==> config.mk <==
export PLATFORM = sky130hd
export DESIGN_NAME = spi_flash_responder
export DESIGN_NICKNAME = d
export VERILOG_FILES = /design/src/rtl/spi_flash_responder.sv
export SDC_FILE = /design/constraint.sdc
export NUM_CORES = 1
export LEC_CHECK = 0
export CAP_MARGIN = 0
export CORE_MARGIN = 2
export CORE_UTILIZATION = 55
export CTS_CLUSTER_DIAMETER = 60
export DETAILED_ROUTE_END_ITERATION = 6
export DONT_BUFFER_PORTS = 1
export MAX_ROUTING_LAYER = met4
export PLACE_DENSITY = 0.74
export REMOVE_ABC_BUFFERS = 1
export SYNTH_ARGS = -nofsm -noshare
export SYNTH_HDL_FRONTEND = slang
export SYNTH_SLANG_ARGS = --single-unit
==> constraint.sdc <==
create_clock -name C25M -period 5.2 [get_ports C25M]
set_input_delay 1.04 -clock C25M [delete_from_list [all_inputs] [get_ports C25M]]
set_output_delay 1.04 -clock C25M [all_outputs]
set_load 0.01 [all_outputs]
==> src/rtl/spi_flash_responder.sv <==
`timescale 1ns/1ps
// SPI flash device stand-in: decodes fast read (0x0B) and dual-output fast read (0x3B),
// streams bytes fetched one ahead through a byte-wide memory request port.
module spi_flash_responder (
  input  logic        C25M,
  input  logic        nRES,
  input  logic        nFCS,
  input  logic        FCK,
  input  logic        MOSIin,
  output logic        MOSIout,
  output logic        MOSIOE,
  output logic        MISOout,
  output logic        MISOOE,
  output logic [23:0] MemAddr,
  output logic        MemReq,
  input  logic        MemAck,
  input  logic [7:0]  MemD,
  output logic        CmdErr,
  output logic        Underrun
);
  localparam logic [2:0] S_IDLE   = 3'd0;
  localparam logic [2:0] S_CMD    = 3'd1;
  localparam logic [2:0] S_ADDR   = 3'd2;
  localparam logic [2:0] S_DUMMY  = 3'd3;
  localparam logic [2:0] S_DATA   = 3'd4;
  localparam logic [2:0] S_IGNORE = 3'd5;

  logic        fcs_s1_q, fcs_s2_q, fcs_d1_q;
  logic        fck_s1_q, fck_s2_q, fck_d1_q;
  logic        mosi_s1_q, mosi_s2_q;
  logic [2:0]  state_q, state_d;
  logic [4:0]  bitcnt_q, bitcnt_d;
  logic [22:0] sh_q, sh_d;
  logic        dual_q, dual_d;
  logic [7:0]  sr_q, sr_d;
  logic [3:0]  dcnt_q, dcnt_d;
  logic [7:0]  pf_q, pf_d;
  logic        pf_valid_q, pf_valid_d;
  logic [23:0] addr_q, addr_d;
  logic        req_q, req_d;
  logic        cmderr_q, cmderr_d;
  logic        underrun_q, underrun_d;
  logic        oe_q, oe_d, oe_dual_q, oe_dual_d;
  logic        mosi_q, mosi_d, miso_q, miso_d;
  logic        rise, fall, cs_fall, load;
  logic [7:0]  opcode;
  logic [23:0] addr_in;

  assign rise    = fck_s2_q & ~fck_d1_q;
  assign fall    = ~fck_s2_q & fck_d1_q;
  assign cs_fall = ~fcs_s2_q & fcs_d1_q;
  assign opcode  = {sh_q[6:0], mosi_s2_q};
  assign addr_in = {sh_q, mosi_s2_q};

  always_comb begin
    state_d    = state_q;
    bitcnt_d   = bitcnt_q;
    sh_d       = sh_q;
    dual_d     = dual_q;
    sr_d       = sr_q;
    dcnt_d     = dcnt_q;
    pf_d       = pf_q;
    pf_valid_d = pf_valid_q;
    addr_d     = addr_q;
    req_d      = req_q;
    cmderr_d   = 1'b0;
    underrun_d = underrun_q;
    oe_d       = oe_q;
    oe_dual_d  = oe_dual_q;
    mosi_d     = mosi_q;
    miso_d     = miso_q;
    load       = 1'b0;
    if (req_q && MemAck) begin
      pf_d       = MemD;
      pf_valid_d = 1'b1;
      req_d      = 1'b0;
    end
    // Deselect wins over everything, including an acknowledge landing this cycle.
    if (fcs_s2_q) begin
      state_d    = S_IDLE;
      req_d      = 1'b0;
      pf_valid_d = 1'b0;
      oe_d       = 1'b0;
      oe_dual_d  = 1'b0;
    end else if (cs_fall) begin
      state_d    = S_CMD;
      bitcnt_d   = '0;
      underrun_d = 1'b0;
    end else begin
      case (state_q)
        S_CMD: if (rise) begin
          sh_d     = {sh_q[21:0], mosi_s2_q};
          bitcnt_d = bitcnt_q + 5'd1;
          if (bitcnt_q == 5'd7) begin
            bitcnt_d = '0;
            if (opcode == 8'h3B) begin
              state_d = S_ADDR;
              dual_d  = 1'b1;
            end else if (opcode == 8'h0B) begin
              state_d = S_ADDR;
              dual_d  = 1'b0;
            end else begin
              cmderr_d = 1'b1;
              state_d  = S_IGNORE;
            end
          end
        end
        S_ADDR: if (rise) begin
          sh_d     = {sh_q[21:0], mosi_s2_q};
          bitcnt_d = bitcnt_q + 5'd1;
          if (bitcnt_q == 5'd23) begin
            bitcnt_d = '0;
            addr_d   = addr_in;
            req_d    = 1'b1;
            state_d  = S_DUMMY;
          end
        end
        S_DUMMY: if (rise) begin
          bitcnt_d = bitcnt_q + 5'd1;
          if (bitcnt_q == 5'd7) begin
            bitcnt_d = '0;
            load     = 1'b1;
            dcnt_d   = '0;
            state_d  = S_DATA;
          end
        end
        S_DATA: if (fall) begin
          miso_d    = sr_q[7];
          oe_d      = 1'b1;
          oe_dual_d = dual_q;
          dcnt_d    = dcnt_q + 4'd1;
          if (dual_q) begin
            mosi_d = sr_q[6];
            sr_d   = {sr_q[5:0], 2'b00};
          end else begin
            sr_d   = {sr_q[6:0], 1'b0};
          end
        end else if (rise && dcnt_q == (dual_q ? 4'd4 : 4'd8)) begin
          load   = 1'b1;
          dcnt_d = '0;
        end
        default: ;
      endcase
    end
    // Same-cycle acknowledge is forwarded straight into the shift register.
    if (load) begin
      if (pf_valid_q) begin
        sr_d = pf_q;
      end else if (req_q && MemAck) begin
        sr_d = MemD;
      end else begin
        sr_d       = 8'hFF;
        underrun_d = 1'b1;
      end
      pf_valid_d = 1'b0;
      addr_d     = addr_q + 24'd1;
      req_d      = 1'b1;
    end
  end

  always_ff @(posedge C25M or negedge nRES) begin
    if (!nRES) begin
      fcs_s1_q   <= 1'b0;
      fcs_s2_q   <= 1'b0;
      fcs_d1_q   <= 1'b0;
      fck_s1_q   <= 1'b0;
      fck_s2_q   <= 1'b0;
      fck_d1_q   <= 1'b0;
      mosi_s1_q  <= 1'b0;
      mosi_s2_q  <= 1'b0;
      state_q    <= S_IDLE;
      bitcnt_q   <= '0;
      sh_q       <= '0;
      dual_q     <= 1'b0;
      sr_q       <= '0;
      dcnt_q     <= '0;
      pf_q       <= '0;
      pf_valid_q <= 1'b0;
      addr_q     <= '0;
      req_q      <= 1'b0;
      cmderr_q   <= 1'b0;
      underrun_q <= 1'b0;
      oe_q       <= 1'b0;
      oe_dual_q  <= 1'b0;
      mosi_q     <= 1'b0;
      miso_q     <= 1'b0;
    end else begin
      fcs_s1_q   <= nFCS;
      fcs_s2_q   <= fcs_s1_q;
      fcs_d1_q   <= fcs_s2_q;
      fck_s1_q   <= FCK;
      fck_s2_q   <= fck_s1_q;
      fck_d1_q   <= fck_s2_q;
      mosi_s1_q  <= MOSIin;
      mosi_s2_q  <= mosi_s1_q;
      state_q    <= state_d;
      bitcnt_q   <= bitcnt_d;
      sh_q       <= sh_d;
      dual_q     <= dual_d;
      sr_q       <= sr_d;
      dcnt_q     <= dcnt_d;
      pf_q       <= pf_d;
      pf_valid_q <= pf_valid_d;
      addr_q     <= addr_d;
      req_q      <= req_d;
      cmderr_q   <= cmderr_d;
      underrun_q <= underrun_d;
      oe_q       <= oe_d;
      oe_dual_q  <= oe_dual_d;
      mosi_q     <= mosi_d;
      miso_q     <= miso_d;
    end
  end

  assign MOSIout  = mosi_q;
  assign MISOout  = miso_q;
  assign MOSIOE   = oe_dual_q & ~nFCS;
  assign MISOOE   = oe_q & ~nFCS;
  assign MemAddr  = addr_q;
  assign MemReq   = req_q;
  assign CmdErr   = cmderr_q;
  assign Underrun = underrun_q;
endmodule

==> summary.md <==
| Metric | Value |
|---|---|
| Period utilization | `0.484` |
| Post-DR vias/cell | `6.16` |
| Top FF cell, synth | `dfrtp_1` |
| CTS root buf | `clkbuf_8` |
| TritonCTS buffer count | `9` |
| FF-to-FF Start | `state_q[0]` |
| Final setup TNS | `0 ns` |
| Row count | `33` |
| Vias in the first global route | `3245` |
| First-pass GRT wire length | `15.3 mm` |
| EDFF count, synth | `0` |
| Async SR Flop Fraction | `1.00` |
| Drt pass-1 iters | `4` |
| Initial core utilization | `0.563` |
| Worst Path Buf+Inv | `0` |
| Unrepaired setup endpoints after global routing | `false` |
| Antenna cell count | `0` |
| PortBufs | `0` |
| Critical-path cell list | `nor4b_1, nand4_1, o211a_1, a211o_1` |
| CP Launch Type | `register` |
| Leak | `0.00210 µW` |
| Pre-CTS setup slack | `2.71 ns` |
| CTS clock-pin slew for the worst setup and hold paths | `0.09 ns` |
| VDD IR max | `0.000148 V` |
| Yosys Warn Count | `0` |
| Routed Antenna Nets | `0` |
| CTS Hold Bufs | `0` |
| Required @ worst endpoint | `5.45 ns` |
| PnR worst setup slack | `2.68 ns` |
| Syn Area/Cell | `10.8 µm²` |
| Core area | `8130 µm²` |
| Most frequent cells in the layout | `dfrtp_1, nor2_1, nand2_1` |
| Drt wl/cell | `17.0 µm` |
| # nets final | `436` |
| Post-CTS Setup Inserts | `0` |
| Hold Violations, Final | `0` |
| Die width | `95.3 µm` |
| Yosys reg bits | `92` |
| Post-synthesis sequential area ratio | `0.502` |
| Fin. max-slew vios | `0` |
| Hold Path Class | `register to register` |
| CP startpoint | `state_q[0]` |
| DRT iter0 DRCs | `95` |
| XOR/XNOR share of the synthesized area | `0.00764` |
| HP Start | `fck_s1_q` |
| Post-synthesis mux area share | `0.105` |
| Clk sinks | `92` |
| Post-synthesis cell area | `4580 µm²` |
| Skew-Pair Late Insertion Delay | `0.36 ns` |
| Drc violations | `0` |
| Fin crit period | `2.52 ns` |
| Routed via count | `3252` |
| Cells after Synth | `425` |
| Area growth, synth to finish | `4.61%` |
| # Max-Cap Violations | `0` |
| CP endpoint kind | `register` |
| GPL Wtd Cong | `0.823` |
| Power Density | `250 nW/µm²` |
| TritonCTS clock tree | `done` |
| Synth Area in Adders | `0.0109` |
| Final setup vio count | `0` |
| Dpl hpwl | `6.01 mm` |
| Simple-gate share of the synthesized area | `0.198` |
| Global route overflow | `0` |
| Slew @ Worst Pin | `1.18 ns` |
| Top-level I/O count | `45` |
| Post-route design area | `4790 µm²` |
| Commonest non-fill, non-tap cell in the layout | `dfrtp_1` |
| Delay-heaviest family, CP | `simple AND/OR/NAND/NOR gates` |
| Initial antenna violation count | `0` |
| Gr usage total | `0.223` |
| Critical Path Slowest Stage Cell | `nand4_1` |
| Run status | `finished, final reports clean` |
| Critical Path Max Stage Delay | `0.83 ns` |
| Critical path peak fanout | `20` |
| Largest net degree at the start of global routing | `93` |
| Fraction of layout cells with a size suffix above 1 | `0.156` |
| Chip Height | `95.3 µm` |
| Synth cell types | `66` |
| Crit path arrival time | `2.77 ns` |
| Drt total wl | `8.95 mm` |
| H-Tree Depth | `3` |
| CTS max path bufs | `2` |
| WHS | `0.363 ns` |
| Largest family of logic cells by synthesized area | `simple AND/OR/NAND/NOR gates` |
| PostCTS Resize Cnt | `0` |
| Fmax | `397 MHz` |
| Critical path class | `register to register` |
| Compound-gate portion of the synthesized area | `0.144` |
| Finished Core Util | `0.589` |
| Slew margin rel. | `0.212` |
| Die area | `9080 µm²` |
| Placed cell areas | `4630 µm²` |
| Clk_skew | `0.00874 ns` |
[worst register-to-register path, cell delays in order, from the launching register on]
cell     delay [ns]
dfrtp_1        0.48
nor4b_1        0.44
nand4_1        0.83
o211a_1        0.41
a211o_1        0.26
[report_power, final]
part	switching, µW	internal [µW]	total [µW]
logic	12.9	16.4	29.3
registers	14.9	731	746
clock network	250	172	422
total	277	919	1200
[final cells by class]
class | instances | area (µm²)
Clock buffer | 9 | 124
Sequential cell | 92 | 2300
Inverter | 12 | 45.0
Clock inverter | 7 | 42.5
Multi-Input combinational cell | 301 | 2130
Tap cell | 105 | 131
Timing Repair Buffer | 2 | 15.0
Fill cell | 675 | 3340
[cells by family after synthesis]
kind of cell,Yosys count
buf+inv,32
mux,44
compound gates,81
flops,92
fa+ha+maj,4
xor+xnor,4
simple gates,168
[metrics by stage]
| step | power (µW) | cells |
|---|---|---|
| after floorplan | 781 | 405 |
| after global placement | 787 | 512 |
| after detailed placement | 790 | 512 |
| after CTS | 1210 | 528 |
| after global routing | 1250 | 528 |
| final | 1200 | 528 |
[cells in the mapped netlist, drive strengths merged, types with 2 or more instances]
cell / n / share of area
and2b: 2 / 0.0038
dfrtp: 92 / 0.50
clkbuf: 10 / 0.0082
o21ai: 15 / 0.016
nand4: 8 / 0.014
mux2: 32 / 0.079
a211o: 2 / 0.0038
a22o: 2 / 0.0038
a32oi: 2 / 0.0038
a21o: 5 / 0.0082
o2111ai: 2 / 0.0076
o31ai: 3 / 0.0049
buf: 10 / 0.014
or2: 2 / 0.0027
a31o: 2 / 0.0038
or4: 3 / 0.0049
and2: 4 / 0.0055
a21oi: 9 / 0.011
a2bb2oi: 2 / 0.0038
o211ai: 3 / 0.0049
nand2: 40 / 0.033
o311ai: 4 / 0.0076
nor2: 43 / 0.035
a2111oi: 2 / 0.012
nand2b: 5 / 0.0068
mux2i: 12 / 0.026
and3: 4 / 0.0055
and3b: 2 / 0.0038
and4: 6 / 0.011
nor2b: 5 / 0.0068
inv: 12 / 0.0098
nor3: 8 / 0.0087
xnor2: 2 / 0.0038
a221o: 9 / 0.020
a211oi: 10 / 0.016
or3: 2 / 0.0027
xor2: 2 / 0.0038
ha: 4 / 0.011
nand3: 19 / 0.021
nor3b: 8 / 0.019
nor4b: 2 / 0.0038
a311oi: 2 / 0.0038
[flip-flops by register name, summed over array words and instances, names as in the netlist, 3 cells and up]
register and cells:
sh_q 23, state_q 3, dcnt_q 4, MemAddr 24, pf_q 8, sr_q 8
bitcnt_q 5
[path summary, 6_finish.rpt]
| path | slack [ns] | cells after the start | to |
|---|---|---|---|
| max in group asynchronous | 4.67 | 0 | MemAddr[20] |
| worst max-delay path | 2.68 | 4 | MemAddr[5] |
| worst min register to register | 0.36 | 0 | fck_s2_q |
| worst min-delay path | 0.36 | 0 | fck_s2_q |
| min in group asynchronous | 0.37 | 0 | bitcnt_q[3] |
| worst max register to register | 2.68 | 4 | MemAddr[5] |
[routing by layer]
| metal | global-route usage | up-vias | wire length [µm] |
|---|---|---|---|
| met5 | - | - | 0 |
| met4 | 0.0713 | 0 | 106 |
| met3 | 0.0593 | 9 | 435 |
| met2 | 0.355 | 56 | 4390 |
| met1 | 0.281 | 1636 | 4020 |
| li1 | - | 1551 | - |
Note: power is estimated with default switching activity, not from simulation.
